<file path="src/rtl/bira_solution_emitter_pkg.sv">
// ---------------------------------------------------------------------------
// bira_pkg : shared constants and FSM encoding for the BIRA solution emitter
// Rev 1.0
// ---------------------------------------------------------------------------
`default_nettype none

package bira_pkg;

  localparam int PCAM      = 8;
  localparam int ADDR_W    = 10;
  localparam int SPARE_W   = 3;
  localparam int BANK_W    = 2;
  localparam int WORD_W    = 16;

  localparam int SPARE_LSB = 13;
  localparam int RC_BIT    = 12;
  localparam int BANK_LSB  = 10;

  typedef enum logic [1:0] {
    ST_IDLE = 2'd0,
    ST_SCAN = 2'd1,
    ST_EMIT = 2'd2,
    ST_DONE = 2'd3
  } state_t;

endpackage

`default_nettype wire

</file>
<file path="src/rtl/bira_solution_emitter_if.sv">
// ---------------------------------------------------------------------------
// bira_sol_if : valid/ready channel carrying 16-bit repair solution words
// Rev 1.0
// ---------------------------------------------------------------------------
`default_nettype none

interface bira_sol_if;
  import bira_pkg::*;

  logic              sol_valid;
  logic              sol_ready;
  logic [WORD_W-1:0] solution;

  modport master (output sol_valid, output solution, input sol_ready);
  modport slave  (input sol_valid, input solution, output sol_ready);

endinterface

`default_nettype wire

</file>
<file path="src/rtl/bira_solution_emitter_pack.sv">
// ---------------------------------------------------------------------------
// solution_word_pack : formats one pivot allocation into a solution word
// Rev 1.0
// ---------------------------------------------------------------------------
`default_nettype none

module solution_word_pack
  import bira_pkg::*;
(
  input  wire logic [SPARE_W-1:0] spare,
  input  wire logic               rc,
  input  wire logic [BANK_W-1:0]  bank,
  input  wire logic [ADDR_W-1:0]  row,
  input  wire logic [ADDR_W-1:0]  col,
  output logic      [WORD_W-1:0]  word
);

  always_comb begin
    word = '0;
    word[SPARE_LSB +: SPARE_W] = spare;
    word[RC_BIT]               = rc;
    word[BANK_LSB +: BANK_W]   = bank;
    word[ADDR_W-1:0]           = rc ? col : row;
  end

endmodule

`default_nettype wire

</file>
<file path="src/rtl/bira_solution_emitter.sv">
// ---------------------------------------------------------------------------
// bira_solution_emitter : latches a final spare allocation and streams it out
// Rev 1.0
// ---------------------------------------------------------------------------
`default_nettype none

module bira_solution_emitter
  import bira_pkg::*;
#(
  parameter int PCAM   = bira_pkg::PCAM,
  parameter int ADDR_W = bira_pkg::ADDR_W
) (
  input  wire logic                     clk,
  input  wire logic                     rst,
  input  wire logic                     start,
  input  wire logic                     repair_in,
  input  wire logic [PCAM-1:0]          alloc_valid,
  input  wire logic [PCAM-1:0]          alloc_rc,
  input  wire logic [SPARE_W*PCAM-1:0]  alloc_spare,
  input  wire logic [ADDR_W*PCAM-1:0]   pivot_row,
  input  wire logic [ADDR_W*PCAM-1:0]   pivot_col,
  input  wire logic [BANK_W*PCAM-1:0]   pivot_bank,
  bira_sol_if.master                    sol,
  output logic                          busy,
  output logic                          done,
  output logic                          repair,
  output logic [3:0]                    sol_count
);

  state_t state, state_next;

  logic [2:0]               idx;
  logic [PCAM-1:0]          used;
  logic [PCAM-1:0]          lat_valid;
  logic [PCAM-1:0]          lat_rc;
  logic [SPARE_W*PCAM-1:0]  lat_spare;
  logic [ADDR_W*PCAM-1:0]   lat_row;
  logic [ADDR_W*PCAM-1:0]   lat_col;
  logic [BANK_W*PCAM-1:0]   lat_bank;

  logic [SPARE_W-1:0] e_spare [PCAM];
  logic [BANK_W-1:0]  e_bank  [PCAM];
  logic [ADDR_W-1:0]  e_row   [PCAM];
  logic [ADDR_W-1:0]  e_col   [PCAM];

  for (genvar i = 0; i < PCAM; i++) begin : g_entry
    assign e_spare[i] = lat_spare[SPARE_W*i +: SPARE_W];
    assign e_bank[i]  = lat_bank[BANK_W*i +: BANK_W];
    assign e_row[i]   = lat_row[ADDR_W*i +: ADDR_W];
    assign e_col[i]   = lat_col[ADDR_W*i +: ADDR_W];
  end

  logic [SPARE_W-1:0] cur_spare;
  logic [WORD_W-1:0]  cur_word;
  logic               qualify;
  logic               last;

  assign cur_spare = e_spare[idx];
  assign qualify   = lat_valid[idx] && !used[cur_spare];
  assign last      = (idx == 3'(PCAM-1));

  solution_word_pack u_pack (
    .spare (cur_spare),
    .rc    (lat_rc[idx]),
    .bank  (e_bank[idx]),
    .row   (e_row[idx]),
    .col   (e_col[idx]),
    .word  (cur_word)
  );

  // A declined repair still spends one SCAN cycle so done arrives two cycles after start.
  always_comb begin
    state_next = state;
    case (state)
      ST_IDLE: if (start) state_next = ST_SCAN;
      ST_SCAN: begin
        if (!repair)      state_next = ST_DONE;
        else if (qualify) state_next = ST_EMIT;
        else if (last)    state_next = ST_DONE;
      end
      ST_EMIT: if (sol.sol_ready) state_next = last ? ST_DONE : ST_SCAN;
      ST_DONE: state_next = ST_IDLE;
      default: state_next = ST_IDLE;
    endcase
  end

  always_ff @(posedge clk) begin
    if (rst) state <= ST_IDLE;
    else     state <= state_next;
  end

  always_ff @(posedge clk) begin
    if (rst) begin
      idx           <= '0;
      used          <= '0;
      lat_valid     <= '0;
      lat_rc        <= '0;
      lat_spare     <= '0;
      lat_row       <= '0;
      lat_col       <= '0;
      lat_bank      <= '0;
      repair        <= 1'b0;
      sol_count     <= '0;
      sol.sol_valid <= 1'b0;
      sol.solution  <= '0;
    end else begin
      case (state)
        ST_IDLE: if (start) begin
          lat_valid <= alloc_valid;
          lat_rc    <= alloc_rc;
          lat_spare <= alloc_spare;
          lat_row   <= pivot_row;
          lat_col   <= pivot_col;
          lat_bank  <= pivot_bank;
          repair    <= repair_in;
          used      <= '0;
          sol_count <= '0;
          idx       <= '0;
        end
        ST_SCAN: if (repair) begin
          if (qualify) begin
            sol.solution  <= cur_word;
            sol.sol_valid <= 1'b1;
          end else if (!last) begin
            idx <= idx + 3'd1;
          end
        end
        ST_EMIT: if (sol.sol_ready) begin
          sol.sol_valid   <= 1'b0;
          used[cur_spare] <= 1'b1;
          sol_count       <= sol_count + 4'd1;
          if (!last) idx <= idx + 3'd1;
        end
        default: ;
      endcase
    end
  end

  assign busy = (state != ST_IDLE);
  assign done = (state == ST_DONE);

endmodule

`default_nettype wire
</file>
<file path="src/flat_wrapper.sv">
// flat-port wrapper written by rule: the top's interface ports become plain ports
module bira_solution_emitter_flat import bira_pkg::*;
#(
  parameter int PCAM   = bira_pkg::PCAM,
  parameter int ADDR_W = bira_pkg::ADDR_W
)
  (clk, rst, start, repair_in, alloc_valid, alloc_rc, alloc_spare, pivot_row, pivot_col, pivot_bank, busy, done, repair, sol_count, sol_sol_valid, sol_solution, sol_sol_ready);
  bira_sol_if sol_i ();
  input  wire logic clk;
  input  wire logic rst;
  input  wire logic start;
  input  wire logic repair_in;
  input  wire logic [PCAM-1:0] alloc_valid;
  input  wire logic [PCAM-1:0] alloc_rc;
  input  wire logic [SPARE_W*PCAM-1:0] alloc_spare;
  input  wire logic [ADDR_W*PCAM-1:0] pivot_row;
  input  wire logic [ADDR_W*PCAM-1:0] pivot_col;
  input  wire logic [BANK_W*PCAM-1:0] pivot_bank;
  output logic busy;
  output logic done;
  output logic repair;
  output logic [3:0] sol_count;
  output wire logic [$bits(sol_i.sol_valid)-1:0] sol_sol_valid;
  output wire logic [$bits(sol_i.solution)-1:0] sol_solution;
  input wire logic [$bits(sol_i.sol_ready)-1:0] sol_sol_ready;
  assign sol_sol_valid = sol_i.sol_valid;
  assign sol_solution = sol_i.solution;
  assign sol_i.sol_ready = sol_sol_ready;
  bira_solution_emitter #(.PCAM(PCAM), .ADDR_W(ADDR_W)) u_core (.clk(clk), .rst(rst), .start(start), .repair_in(repair_in), .alloc_valid(alloc_valid), .alloc_rc(alloc_rc), .alloc_spare(alloc_spare), .pivot_row(pivot_row), .pivot_col(pivot_col), .pivot_bank(pivot_bank), .sol(sol_i), .busy(busy), .done(done), .repair(repair), .sol_count(sol_count));
endmodule
</file>
<file path="config.mk">
export PLATFORM = sky130hd
export DESIGN_NAME = bira_solution_emitter_flat
export DESIGN_NICKNAME = d
export VERILOG_FILES = /design/src/rtl/bira_solution_emitter_pkg.sv /design/src/rtl/bira_solution_emitter_if.sv /design/src/rtl/bira_solution_emitter_pack.sv /design/src/rtl/bira_solution_emitter.sv /design/src/flat_wrapper.sv
export SDC_FILE = /design/constraint.sdc
export NUM_CORES = 1
export LEC_CHECK = 0
export BUFFER_PORTS_ARGS = -buffer_cell sky130_fd_sc_hd__buf_2
export CORE_ASPECT_RATIO = 1.25
export CORE_UTILIZATION = 25
export DETAILED_ROUTE_END_ITERATION = 16
export PLACE_DENSITY_LB_ADDON = 0.15
export SETUP_SLACK_MARGIN = 0.1
export SLEW_MARGIN = 25
export SYNTH_ARGS = -nofsm -noshare
export SYNTH_HDL_FRONTEND = slang
export SYNTH_SLANG_ARGS = --single-unit
</file>
<file path="constraint.sdc">
create_clock -name clk -period 7.2 [get_ports clk]
set_clock_uncertainty 0.1 [all_clocks]
set_input_delay 0.72 -clock clk [delete_from_list [all_inputs] [get_ports clk]]
set_output_delay 0.72 -clock clk [all_outputs]
set_load 0.005 [all_outputs]
</file>
### Yosys cells after proc, flatten, opt, wreduce, memory -nomap -nowiden

Index checks and enable logic that the tools add are counted.

| operators by class | value |
|---|---|
| $add $sub $neg | 2 |
| magnitude comparators | 4 |
| equal/unequal tests | 10 |
| mux-type cells | 44 |
| bitwise gates (word level) | 2 |
| reduce and logical (&&, ||, !) cells | 14 |

Operators by type and width:

| cell | number |
|---|---|
| binary-select mux 10 bit (select 3 bit) | 2 |
| 2-to-1 mux 10 bit | 5 |
| 2-to-1 mux 3 bit | 7 |
| 2-to-1 mux 2 bit | 8 |
| 2-to-1 mux 8 bit | 2 |
| one-hot mux 8 bit (2 select lines) | 1 |
| binary-select mux 1 bit (select 3 bit) | 3 |
| binary-select mux 3 bit (select 3 bit) | 1 |
| one-hot mux 3 bit (3 select lines) | 1 |
| AND reduction 3 bit | 3 |
| < comparator 3 x 4 -> 1 bit (second input constant) | 2 |
| 2-to-1 mux 4 bit | 2 |
| OR 8 bit | 1 |
| one-hot mux 2 bit (4 select lines) | 1 |
| one-hot mux 4 bit (2 select lines) | 1 |
| 2-to-1 mux 1 bit | 7 |
| binary-select mux 2 bit (select 3 bit) | 1 |
| != test 2 bit (second input constant) | 3 |
| nonzero test 2 bit | 3 |
| AND reduction 5 bit | 1 |
| adder 4 x 1 -> 4 bit (second input constant) | 1 |
| == test 2 bit (second input constant) | 2 |
| greater-or-equal comparator 4 bit (second input constant) | 1 |
| != test 2 x 1 -> 1 bit (second input constant) | 2 |
| other kinds (14) | 15 |

| storage, ports and cells | value |
|---|---|
| flip-flop bits (word level) | 251 |
| input port bits | 221 |
| output and inout port bits | 24 |
| logic and storage cells | 89 |

### Longest topological paths before layout

Gate-level depths: netlist of run 1.

| logic depth | value |
|---|---|
| word-level depth | 11 |
| mapped depth | 9 |
| gate-level depth less buffers | 8 |

### Hierarchy

Synthesis of run 1 repeated with hierarchy kept, for this count alone.

| second synthesis, totals | value |
|---|---|
| cells, all modules | 1225 |
| area total of the unflattened synthesis | 10715.3 µm² |

By module, submodules not included:

| module | instances | cells each | area each (µm²) | sequential area each (µm²) |
|---|---|---|---|---|
| bira_solution_emitter | 1 | 1208 | 10508.8 | 5024.8 |
| solution_word_pack | 1 | 17 | 206.4 | 0.0 |

### Least setup slack after synthesis of run 1

Ideal clock, no wire load.

| timing | value |
|---|---|
| kind | register to register |
| start point | register u_core.idx[0] |
| end point | register u_core.sol.solution[0] |
| library setup time | 0.128 ns |
| arrival | 2.590 ns |
| data required time | 6.972 ns |
| setup slack | 4.383 ns |
| cell stages (with the launch flop) | 10 |
| buffers on the path | 2 |
| period minus slack after synthesis | 2.817 ns |
| cell sequence | dfxtp_1 > buf_6 > mux4_2 > mux2i_4 > mux2_4 > a2bb2oi_4 > a211oi_4 > buf_6 > mux2i_1 > nor2_1 |

| on the way | value |
|---|---|
| cells in the longest elaborated chain, start to end | 9 |
| elaborated cells on any way between the ends | 20 |
| those cells by class | mux: 16; bitwise: 1; reduce/logical: 3 |

RTL lines:

| element | RTL line | text |
|---|---|---|
| start: declaration | bira_solution_emitter.sv:32 | `logic [2:0] idx;` |
| start signal: assignment | bira_solution_emitter.sv:125 | `idx <= idx + 3'd1;` |
| start signal: assignment | bira_solution_emitter.sv:132 | `if (!last) idx <= idx + 3'd1;` |
| inverter 3 -> 4 bit (not written as such) | bira_solution_emitter.sv:58, bira_solution_emitter.sv:66, bira_solution_emitter.sv:67 |  |
| binary-select mux 3 bit (select 3 bit) | bira_solution_emitter.sv:58 | `assign cur_spare = e_spare[idx];` |
| 2-to-1 mux 3 bit (not written as such) (2 in a row) | bira_solution_emitter.sv:58 |  |
| binary-select mux 1 bit (select 3 bit) | bira_solution_emitter.sv:59 | `assign qualify = lat_valid[idx] && !used[cur_spare];` |
| 2-to-1 mux 1 bit (not written as such) | bira_solution_emitter.sv:59 |  |
| zero test 1 bit | bira_solution_emitter.sv:59 |  |
| logical AND 1 bit | bira_solution_emitter.sv:59 |  |
| AND reduction 3 bit (no line) | -- |  |
| end signal: assignment | bira_solution_emitter.sv:122 | `sol.solution <= cur_word;` |
| end: declaration | bira_solution_emitter_if.sv:14 | `modport master (output sol_valid, output solution, input sol_ready);` |

Several ways; a longest one is shown, not always the timed one. The select of a mux whose other input is x is not followed.
A chain may end at the register's enable or synchronous reset.

### Worst setup path after layout of run 1

| timing | value |
|---|---|
| start point | register u_core.idx[1] |
| end point | register u_core.sol.solution[5] |

Same word-level chain as after synthesis.

==> results of run 1 <==
==> worst paths after layout <==
path / slack (ns) / startpoint / end / depth (start not counted)
setup / recovery: 3.88 / u_core.idx[1]$_SDFFE_PP0P_ / u_core.sol.solution[5]$_SDFFE_PP0P_ / 9
hold / removal: 0.31 / alloc_spare[21] / u_core.lat_spare[21]$_SDFFE_PP0P_ / 3
setup reg to reg: 3.88 / u_core.idx[1]$_SDFFE_PP0P_ / u_core.sol.solution[5]$_SDFFE_PP0P_ / 9
hold reg to reg: 0.35 / u_core.lat_bank[12]$_SDFFE_PP0P_ / u_core.lat_bank[12]$_SDFFE_PP0P_ / 2
==> registers in the layout (all words and copies together) (netlist names), 8 cells and up <==
| name | cells |
|---|---|
| u_core.lat_valid | 8 |
| u_core.lat_rc | 8 |
| u_core.lat_bank | 16 |
| u_core.used | 8 |
| u_core.lat_col | 80 |
| u_core.lat_spare | 24 |
| u_core.sol.solution | 16 |
| u_core.lat_row | 80 |
==> stage by stage <==
stage          setup WS [ns]  hold slack (ns)
2_1_floorplan           4.38            0.333
3_3_place_gp            3.89            0.341
3_5_place_dp            3.82            0.345
4_1_cts                 3.80            0.272
5_1_grt                 3.61            0.292
6_report                3.88            0.306
==> worst min-delay path, stage by stage <==
cell     delay [ns]
buf_2          0.10
nand2_1        0.05
a21oi_1        0.05
==> power breakdown <==
group / internal [mW] / switching (mW) / leakage [nW]
clock network: 0.960 / 0.593 / 0.495
registers: 1.61 / 0.138 / 2.06
logic: 0.487 / 0.760 / 2.60
total: 3.05 / 1.49 / 5.15
==> cell families (layout without fill, tap and decap cells) <==
family          count (synthesis)  in the layout
simple gates                  499            499
compound gates                275            275
flops                         251            251
buf+inv                       100            311
mux                            97             97
fa+ha+maj                       7              7
xor+xnor                        1              1
==> area by class of cell <==
class	instances	area (um2)
flip-flops and latches	251	5030
well taps	559	699
multi-input cells	879	5210
repair buffers	254	1330
inverters	6	22.5
clock inverters	7	120
fillers	4527	28700
clock buffers	44	895
==> metal layers <==
metal  track usage (%)  routed length (um)  vias up
met5                 0                   0        -
met4              4.52                 687        0
met3              2.61                1730       43
met2              27.2               16900      227
met1              20.5               15600     4403
li1                  -                   -     4539
==> synth_stat cells (2+ instances only) <==
library cell    n  area [um2]
buf_2           6        30.0
nor3_1          2        10.0
nor2_1         32         120
dfxtp_1       251        5020
inv_1           6        22.5
a21oi_1       236        1180
and2_1          5        31.3
mux2_2         12         135
mux2i_4         2        45.0
o21ai_0        16        80.1
nand4_1         2        12.5
mux2i_1        27         270
buf_1          10        37.5
mux4_2         54        1220
ha_1            7        87.6
mux2_4          2        30.0
clkbuf_1       75         282
a211oi_1        8        60.1
buf_6           2        22.5
nand2_1       449        1690
nand3_1         3        15.0
==> flow_metrics.py, run 1 <==
metrics = {
    "status": {
        "outcome": "complete, no violations",
    },
    "sta": {
        "period_needed_ns": 3.32,
        "hold_viol": 0,
        "max_freq_ghz": 0.301,
        "slew_headroom_pct": 34.2,
        "worstMarginPinSlew_ns": 0.988,
        "rsz0062_at_grt": "no",
        "finalSetupViolCount": 0,
        "setup-tns-final_ns": 0,
        "report.final.slew_viol_count": 0,
        "period_share_pct": 46.1,
    },
    "critical_path": {
        "crit_chain": "buf_4, mux4_2, mux2i_4, and2_1, a22oi_4, a211oi_4, buf_4, mux2i_1, nor2_1",
        "worstPathMaxFanout": 49,
        "critPathLaunchType": "flop",
        "cpLargestDelayFamily": "buffers and inverters",
        "worst-path-buf-inv": 2,
        "cp.required_ns": 7.51,
        "crit_slowest_cell": "buf_4",
        "end_kind": "flop",
        "cp_data_arrival_time_ns": 3.63,
        "path_class": "flop to flop",
        "cp_common_cell": "buf_4",
        "critPathMaxStageDelay_ns": 0.67,
    },
    "floorplan": {
        "fp.dieH_um": 233,
        "chipWidth_um": 186,
        "core_um2": 42000,
        "io_pins": 245,
        "dieArea_um2": 43300,
        "start_util_pct": 25.3,
        "rows": 84,
    },
    "routing": {
        "vias": 9212,
        "ant_nets": 0,
        "drt_wl_total_mm": 34.9,
        "wl_per_cell_um": 17.4,
        "drt_iter0_markers": 452,
        "drcViolationCount": 0,
        "avgViaCountPerCell": 4.61,
        "dr.pass1.iters": 7,
    },
    "finish": {
        "instances_no_fill": 2000,
        "fin_area_um2": 13300,
        "nets": 1649,
        "syn_to_final_growth_pct": 25.2,
        "final_util_pct": 31.6,
        "final_common_cell": "nand2_1",
        "n_antenna_cell": 0,
        "drive_gt1_share_pct": 26.4,
        "mostFrequentLayoutCells": "nand2_1 (448), dfxtp_1 (248), buf_2 (243)",
    },
    "flow_run": {
        "drv_cap": 0,
    },
    "cts": {
        "cts_tree": "yes",
        "clkTransAtPathRegs_ns": 0.06,
        "cts_resized": 0,
        "numCtsBuffers": 29,
        "postCtsSetupRepairBufs": 0,
        "insertion_delay_ns": 0.55,
        "cts_hold_buf": 0,
        "clkSinkCount": 251,
        "cts-root-buf": "clkbuf_16",
        "cts_buffer_depth": 3,
        "htreeDepth": 1,
    },
    "logic_synthesis": {
        "syn_area_um2": 10600,
        "synth_cell_types": 44,
        "synthArstFlopShare_pct": 0,
        "ys_ff_latch": 251,
        "syn_inst": 1230,
        "synthAdderAreaFrac_pct": 0.824,
        "synth_ff_type": "dfxtp_1",
        "synth_top_family_by_area": "simple AND/OR/NAND/NOR gates",
        "synth_xor_area_share_pct": 0.0824,
        "synth-edff-count": 0,
        "synth_compound_area_share_pct": 14.0,
        "avgSynthCellArea_um2": 8.64,
        "synthSimpleGateAreaFrac_pct": 18.0,
        "ys_warn_count": 0,
        "syn_nets": 1458,
        "synth_mux_area_share_pct": 16.0,
        "synth.yosys.seq_area_share_pct": 47.3,
    },
    "placement": {
        "place_hpwl_mm": 24.5,
        "gp_congestion": 0.753,
        "dpl_cell_area_um2": 12300,
        "io_buffers": 244,
        "dp_cells": 1948,
    },
    "power_and_ir_drop": {
        "peakVddDrop_v": 0.000193,
        "power.total_mw": 4.54,
        "power.density_nw_per_um2": 341,
        "power.leakage_nw": 5.15,
    },
    "global_route": {
        "antenna_found_initial": 0,
        "grt_max_degree": 98,
        "overflow": 0,
        "grt_first_pass_wirelength_mm": 53.4,
        "grt_pass1_vias": 9087,
        "grt_use_total_pct": 15.9,
    },
    "min_path": {
        "hold_class": "primary input to flop",
    },
}
(Power assumes the default switching activity.)
==> inputs of run 2 (changes only) <==
==> constraint.sdc (replaced) <==
create_clock -name clk -period 3.15 [get_ports clk]
set_clock_uncertainty 0.1 [all_clocks]
set_input_delay 0.315 -clock clk [delete_from_list [all_inputs] [get_ports clk]]
set_output_delay 0.315 -clock clk [all_outputs]
set_load 0.005 [all_outputs]
==> flow_metrics.py, run 2 (synthesized netlist as in run 1, its figures left out) <==
metrics = {
    "cts": {
        "cts-root-buf": "clkbuf_16",
        "cts_resized": 0,
        "insertion_delay_ns": 0.57,
        "clkTransAtPathRegs_ns": 0.06,
        "cts_tree": "yes",
        "cts_buffer_depth": 3,
        "numCtsBuffers": 29,
        "htreeDepth": 1,
        "clkSinkCount": 251,
    },
    "critical_path": {
        "critPathLaunchType": "flop",
        "cp.required_ns": 3.48,
        "end_kind": "flop",
        "cp_data_arrival_time_ns": 3.13,
        "path_class": "flop to flop",
        "worstPathMaxFanout": 22,
        "regToRegSetupSlack_ns": 0.35,
    },
    "power_and_ir_drop": {
        "power.leakage_nw": 6.14,
        "power.density_nw_per_um2": 693,
        "peakVddDrop_v": 0.000379,
    },
    "floorplan": {
        "fp.dieH_um": 233,
        "dieArea_um2": 43300,
        "core_um2": 42000,
        "rows": 84,
        "chipWidth_um": 186,
        "start_util_pct": 25.3,
        "io_pins": 245,
    },
    "global_route": {
        "grt_pass1_vias": 9977,
        "grt_use_total_pct": 16.9,
        "overflow": 0,
        "grt_first_pass_wirelength_mm": 57.4,
        "grt_max_degree": 148,
        "antenna_found_initial": 0,
    },
    "placement": {
        "gp_congestion": 0.805,
        "dpl_cell_area_um2": 12400,
        "place_hpwl_mm": 25.0,
        "io_buffers": 244,
    },
    "routing": {
        "dr_wl_met2_mm": 18.3,
        "wl_per_cell_um": 16.7,
        "dr.pass1.iters": 7,
        "wl_met1_mm": 16.6,
        "ant_nets": 0,
        "drcViolationCount": 0,
        "highest_layer": "met4",
        "vias": 10000,
        "wl_met3_mm": 1.65,
        "drt_wl_total_mm": 37.2,
        "avgViaCountPerCell": 4.51,
        "drt_iter0_markers": 493,
    },
    "sta": {
        "report.final.slew_viol_count": 0,
        "max_freq_ghz": 0.357,
        "worstMarginPinSlew_ns": 0.827,
        "hold_viol": 0,
        "rsz0062_at_grt": "no",
        "period_share_pct": 88.8,
        "setup-tns-final_ns": 0,
        "slew_headroom_pct": 44.5,
        "period_needed_ns": 2.80,
        "finalSetupViolCount": 0,
    },
    "finish": {
        "mostFrequentLayoutCells": "nand2_1 (448), dfxtp_1 (248), buf_2 (243)",
        "final_common_cell": "nand2_1",
        "nets": 1874,
        "drive_gt1_share_pct": 23.3,
        "fillCellCount": 4414,
        "fin_area_um2": 15600,
        "top_regs": "u_core.lat_col: 80 flops, u_core.lat_row: 80 flops, u_core.lat_spare: 24 flops",
        "n_antenna_cell": 0,
        "syn_to_final_growth_pct": 47.1,
    },
    "flow_run": {
        "drv_cap": 0,
    },
    "status": {
        "outcome": "complete, no violations",
    },
    "min_path": {
        "hold_class": "primary input to flop",
    },
}
==> run 2: per-layer routing <==
layer	up-vias	track usage [%]
li1	5003	-
met1	4741	22.1
met2	246	28.9
met3	43	2.53
met4	0	4.29
met5	-	0
==> run 2: power breakdown <==
| group | internal [mW] | total (mW) | switching (mW) |
|---|---|---|---|
| combinational | 1.36 | 3.19 | 1.84 |
| clock | 2.29 | 3.67 | 1.38 |
| sequential | 3.67 | 3.97 | 0.297 |
==> run 2: metrics by stage <==
stage	hold WS (ns)	power (mW)	setup WS, ns	utilization, %	std cells
floorplan	0.333	6.04	0.333	-	1230
global placement	0.340	7.05	0.318	29.5	1956
detailed placement	0.345	7.07	0.267	29.5	1956
CTS	0.0202	11.0	0.249	37.1	2226
global route	0.0500	11.5	0.146	37.2	2227
finish	0.0535	10.8	0.352	37.2	2227
==> run 2: cell type report <==
| cell class | count | area, um2 | area share, % |
|---|---|---|---|
| well taps | 559 | 699 | 4.47 |
| flip-flops and latches | 251 | 5030 | 32.2 |
| clock buffers | 41 | 811 | 5.19 |
| multi-input cells | 879 | 5210 | 33.3 |
| inverters | 6 | 22.5 | 0.144 |
| repair buffers | 479 | 3620 | 23.2 |
| clock inverters | 12 | 231 | 1.48 |
==> run 2: worst max-delay path, cell delays in order (launching register included) <==
cell and delay [ns]:
dfxtp_4 0.43, mux4_2 0.55, mux2i_4 0.18, buf_12 0.15, mux2_4 0.31, a2bb2oi_4 0.20
a211oi_4 0.25, buf_12 0.22, mux2i_1 0.20, nor2_1 0.05
==> run 2: path summary, 6_finish.rpt <==
kind / to / depth (start not counted) / from
max: u_core.sol.solution[6]$_SDFFE_PP0P_ / 9 / u_core.idx[0]$_SDFFE_PP0P_
min: u_core.sol.sol_valid$_SDFFE_PP0P_ / 3 / sol_sol_ready
max reg2reg: u_core.sol.solution[6]$_SDFFE_PP0P_ / 9 / u_core.idx[0]$_SDFFE_PP0P_
min reg2reg: u_core.lat_col[3]$_SDFFE_PP0P_ / 2 / u_core.lat_col[3]$_SDFFE_PP0P_
==> run 2: what timing repair did <==
action | CTS | global route
hold endpoints to repair | 217 | 0
hold buffers | 217 | 0
endpoints found under the setup margin | 0 | 4
setup buffers | 0 | 1
==> inputs of run 3 (changes only) <==
==> constraint.sdc (replaced) <==
create_clock -name clk -period 3.15 [get_ports clk]
set_clock_uncertainty 0.1 [all_clocks]
set_input_delay 0.1575 -clock clk [delete_from_list [all_inputs] [get_ports clk]]
set_output_delay 0.1575 -clock clk [all_outputs]
set_load 0.005 [all_outputs]
==> flow_metrics.py, run 3 (synthesized netlist as in run 1, its figures left out) <==
metrics = {
    "status": {
        "outcome": "complete, no violations",
    },
    "min_path": {
        "worstHoldPathCells": 2,
        "hold_class": "primary input to flop",
    },
    "floorplan": {
        "dieArea_um2": 43300,
        "io_pins": 245,
        "rows": 84,
        "start_util_pct": 25.3,
        "fp.dieH_um": 233,
        "core_um2": 42000,
        "chipWidth_um": 186,
    },
    "power_and_ir_drop": {
        "combPwrFrac_pct": 31.7,
        "power.density_nw_per_um2": 658,
        "intPower_mw": 6.76,
        "power.leakage_nw": 6.11,
        "seq_power_share_pct": 38.8,
        "p_sw_share_pct": 33.9,
        "peakVddDrop_v": 0.000647,
        "p_switching_mw": 3.47,
        "clockPowerShare_pct": 29.5,
    },
    "sta": {
        "slew_headroom_pct": 41.2,
        "period_needed_ns": 2.84,
        "worstMarginPinSlew_ns": 0.882,
        "worst_slack_ns": 0.306,
        "setup-tns-final_ns": 0,
        "period_share_pct": 90.3,
        "report.final.slew_viol_count": 0,
        "hold_viol": 0,
        "rsz0062_at_grt": "no",
        "finalSetupViolCount": 0,
        "max_freq_ghz": 0.352,
    },
    "finish": {
        "regArea_um2": 5030,
        "fillCellCount": 4392,
        "top_regs": "u_core.lat_col: 80 flops, u_core.lat_row: 80 flops, u_core.lat_spare: 24 flops",
        "n_antenna_cell": 0,
        "fin_area_um2": 15500,
        "nets": 1888,
        "drive_gt1_share_pct": 22.6,
        "syn_to_final_growth_pct": 46.2,
        "final_common_cell": "nand2_1",
        "mostFrequentLayoutCells": "nand2_1 (448), dfxtp_1 (248), buf_2 (243)",
        "multi_input_area_um2": 5210,
    },
    "cts": {
        "numCtsBuffers": 28,
        "insertion_delay_ns": 0.56,
        "cts-root-buf": "clkbuf_16",
        "cts_resized": 0,
        "clkSinkCount": 251,
        "htreeDepth": 1,
        "cts_tree": "yes",
        "clkTransAtPathRegs_ns": 0.06,
        "cts_buffer_depth": 3,
    },
    "critical_path": {
        "cp_data_arrival_time_ns": 3.15,
        "reg2reg_depth": 9,
        "worstPathMaxFanout": 22,
        "critPathMaxStageDelay_ns": 0.55,
        "cp.required_ns": 3.46,
        "crit_chain": "mux4_2, mux2i_4, buf_12, mux2i_1, a22oi_4, a211oi_4, buf_12, mux2i_1, nor2_1",
        "end_kind": "flop",
        "crit_slowest_cell": "mux4_2",
        "critPathLaunchType": "flop",
        "path_class": "flop to flop",
    },
    "placement": {
        "dp_slack_ns": 0.270,
        "place_hpwl_mm": 25.2,
        "gp_congestion": 0.797,
        "dpl_cell_area_um2": 12400,
        "io_buffers": 244,
    },
    "global_route": {
        "grt_max_degree": 148,
        "grt_use_total_pct": 17.1,
        "grt_pass1_vias": 10100,
        "antenna_found_initial": 0,
        "overflow": 0,
        "grt_first_pass_wirelength_mm": 57.7,
    },
    "routing": {
        "avgViaCountPerCell": 4.51,
        "ant_nets": 0,
        "drt_wl_total_mm": 37.8,
        "dr.pass1.iters": 9,
        "drt_iter0_markers": 550,
        "wl_per_cell_um": 16.9,
        "vias": 10100,
        "drcViolationCount": 0,
    },
    "flow_run": {
        "drv_cap": 0,
    },
}
## run 3: area by class of cell
cell class	instances	area share, %
timing repair buffer	494	24.2
sequential	251	32.4
tap	559	4.50
clock buffer	43	5.07
multi-input combinational	879	33.5
inverter	6	0.145
clock inverter	3	0.169
## run 3: final timing paths
kind | from | endpoint | slack, ns
setup / recovery | u_core.idx[0]$_SDFFE_PP0P_ | u_core.sol.solution[6]$_SDFFE_PP0P_ | 0.31
hold reg to reg | u_core.lat_col[26]$_SDFFE_PP0P_ | u_core.lat_col[26]$_SDFFE_PP0P_ | 0.35
setup reg to reg | u_core.idx[0]$_SDFFE_PP0P_ | u_core.sol.solution[6]$_SDFFE_PP0P_ | 0.31
hold / removal | rst | u_core.sol_count[0]$_SDFFE_PP0P_ | 0.1
## run 3: what timing repair did
| item | CTS | global route |
|---|---|---|
| setup buffers | 0 | 2 |
| setup endpoints to repair | 0 | 10 |
| hold endpoints to repair | 218 | 0 |
| hold buffers | 230 | 0 |
## run 3: per-layer routing
layer	vias to the layer above	track usage (%)	routed length (um)
li1	5030	-	-
met1	4777	22.2	17200
met2	220	29.4	18500
met3	45	2.37	1460
met4	0	4.67	738
met5	-	0	0
## run 3: worst max-delay path, delay by kind of cell (launching register included)
family | cells | cell delay (ns)
flip-flops | 1 | 0.43
AO/OA/AOI/OAI | 2 | 0.47
multiplexers | 4 | 1.26
buffers and inverters | 2 | 0.37
AND/OR/NAND/NOR | 1 | 0.06
## run 3: power by group through the flow
| stage | Combinational, mW | Sequential [mW] | Clock (mW) |
|---|---|---|---|
| after floorplan | 2.14 | 3.90 | 0 |
| after global placement | 3.01 | 4.04 | 0 |
| after detailed placement | 3.04 | 4.04 | 0 |
| after CTS | 3.29 | 3.97 | 3.12 |
| after global routing | 3.59 | 4.03 | 3.26 |
| final | 3.24 | 3.97 | 3.01 |
## run 3: per-stage QoR
step / util [%] / hold slack [ns] / std cells / total power, mW
after floorplan: - / 0.193 / 1230 / 6.04
after global placement: 29.5 / 0.299 / 1957 / 7.05
after detailed placement: 29.5 / 0.306 / 1957 / 7.08
after CTS: 36.9 / 0.105 / 2233 / 10.4
after global routing: 37.0 / 0.118 / 2235 / 10.9
final: 37.0 / 0.0951 / 2235 / 10.2
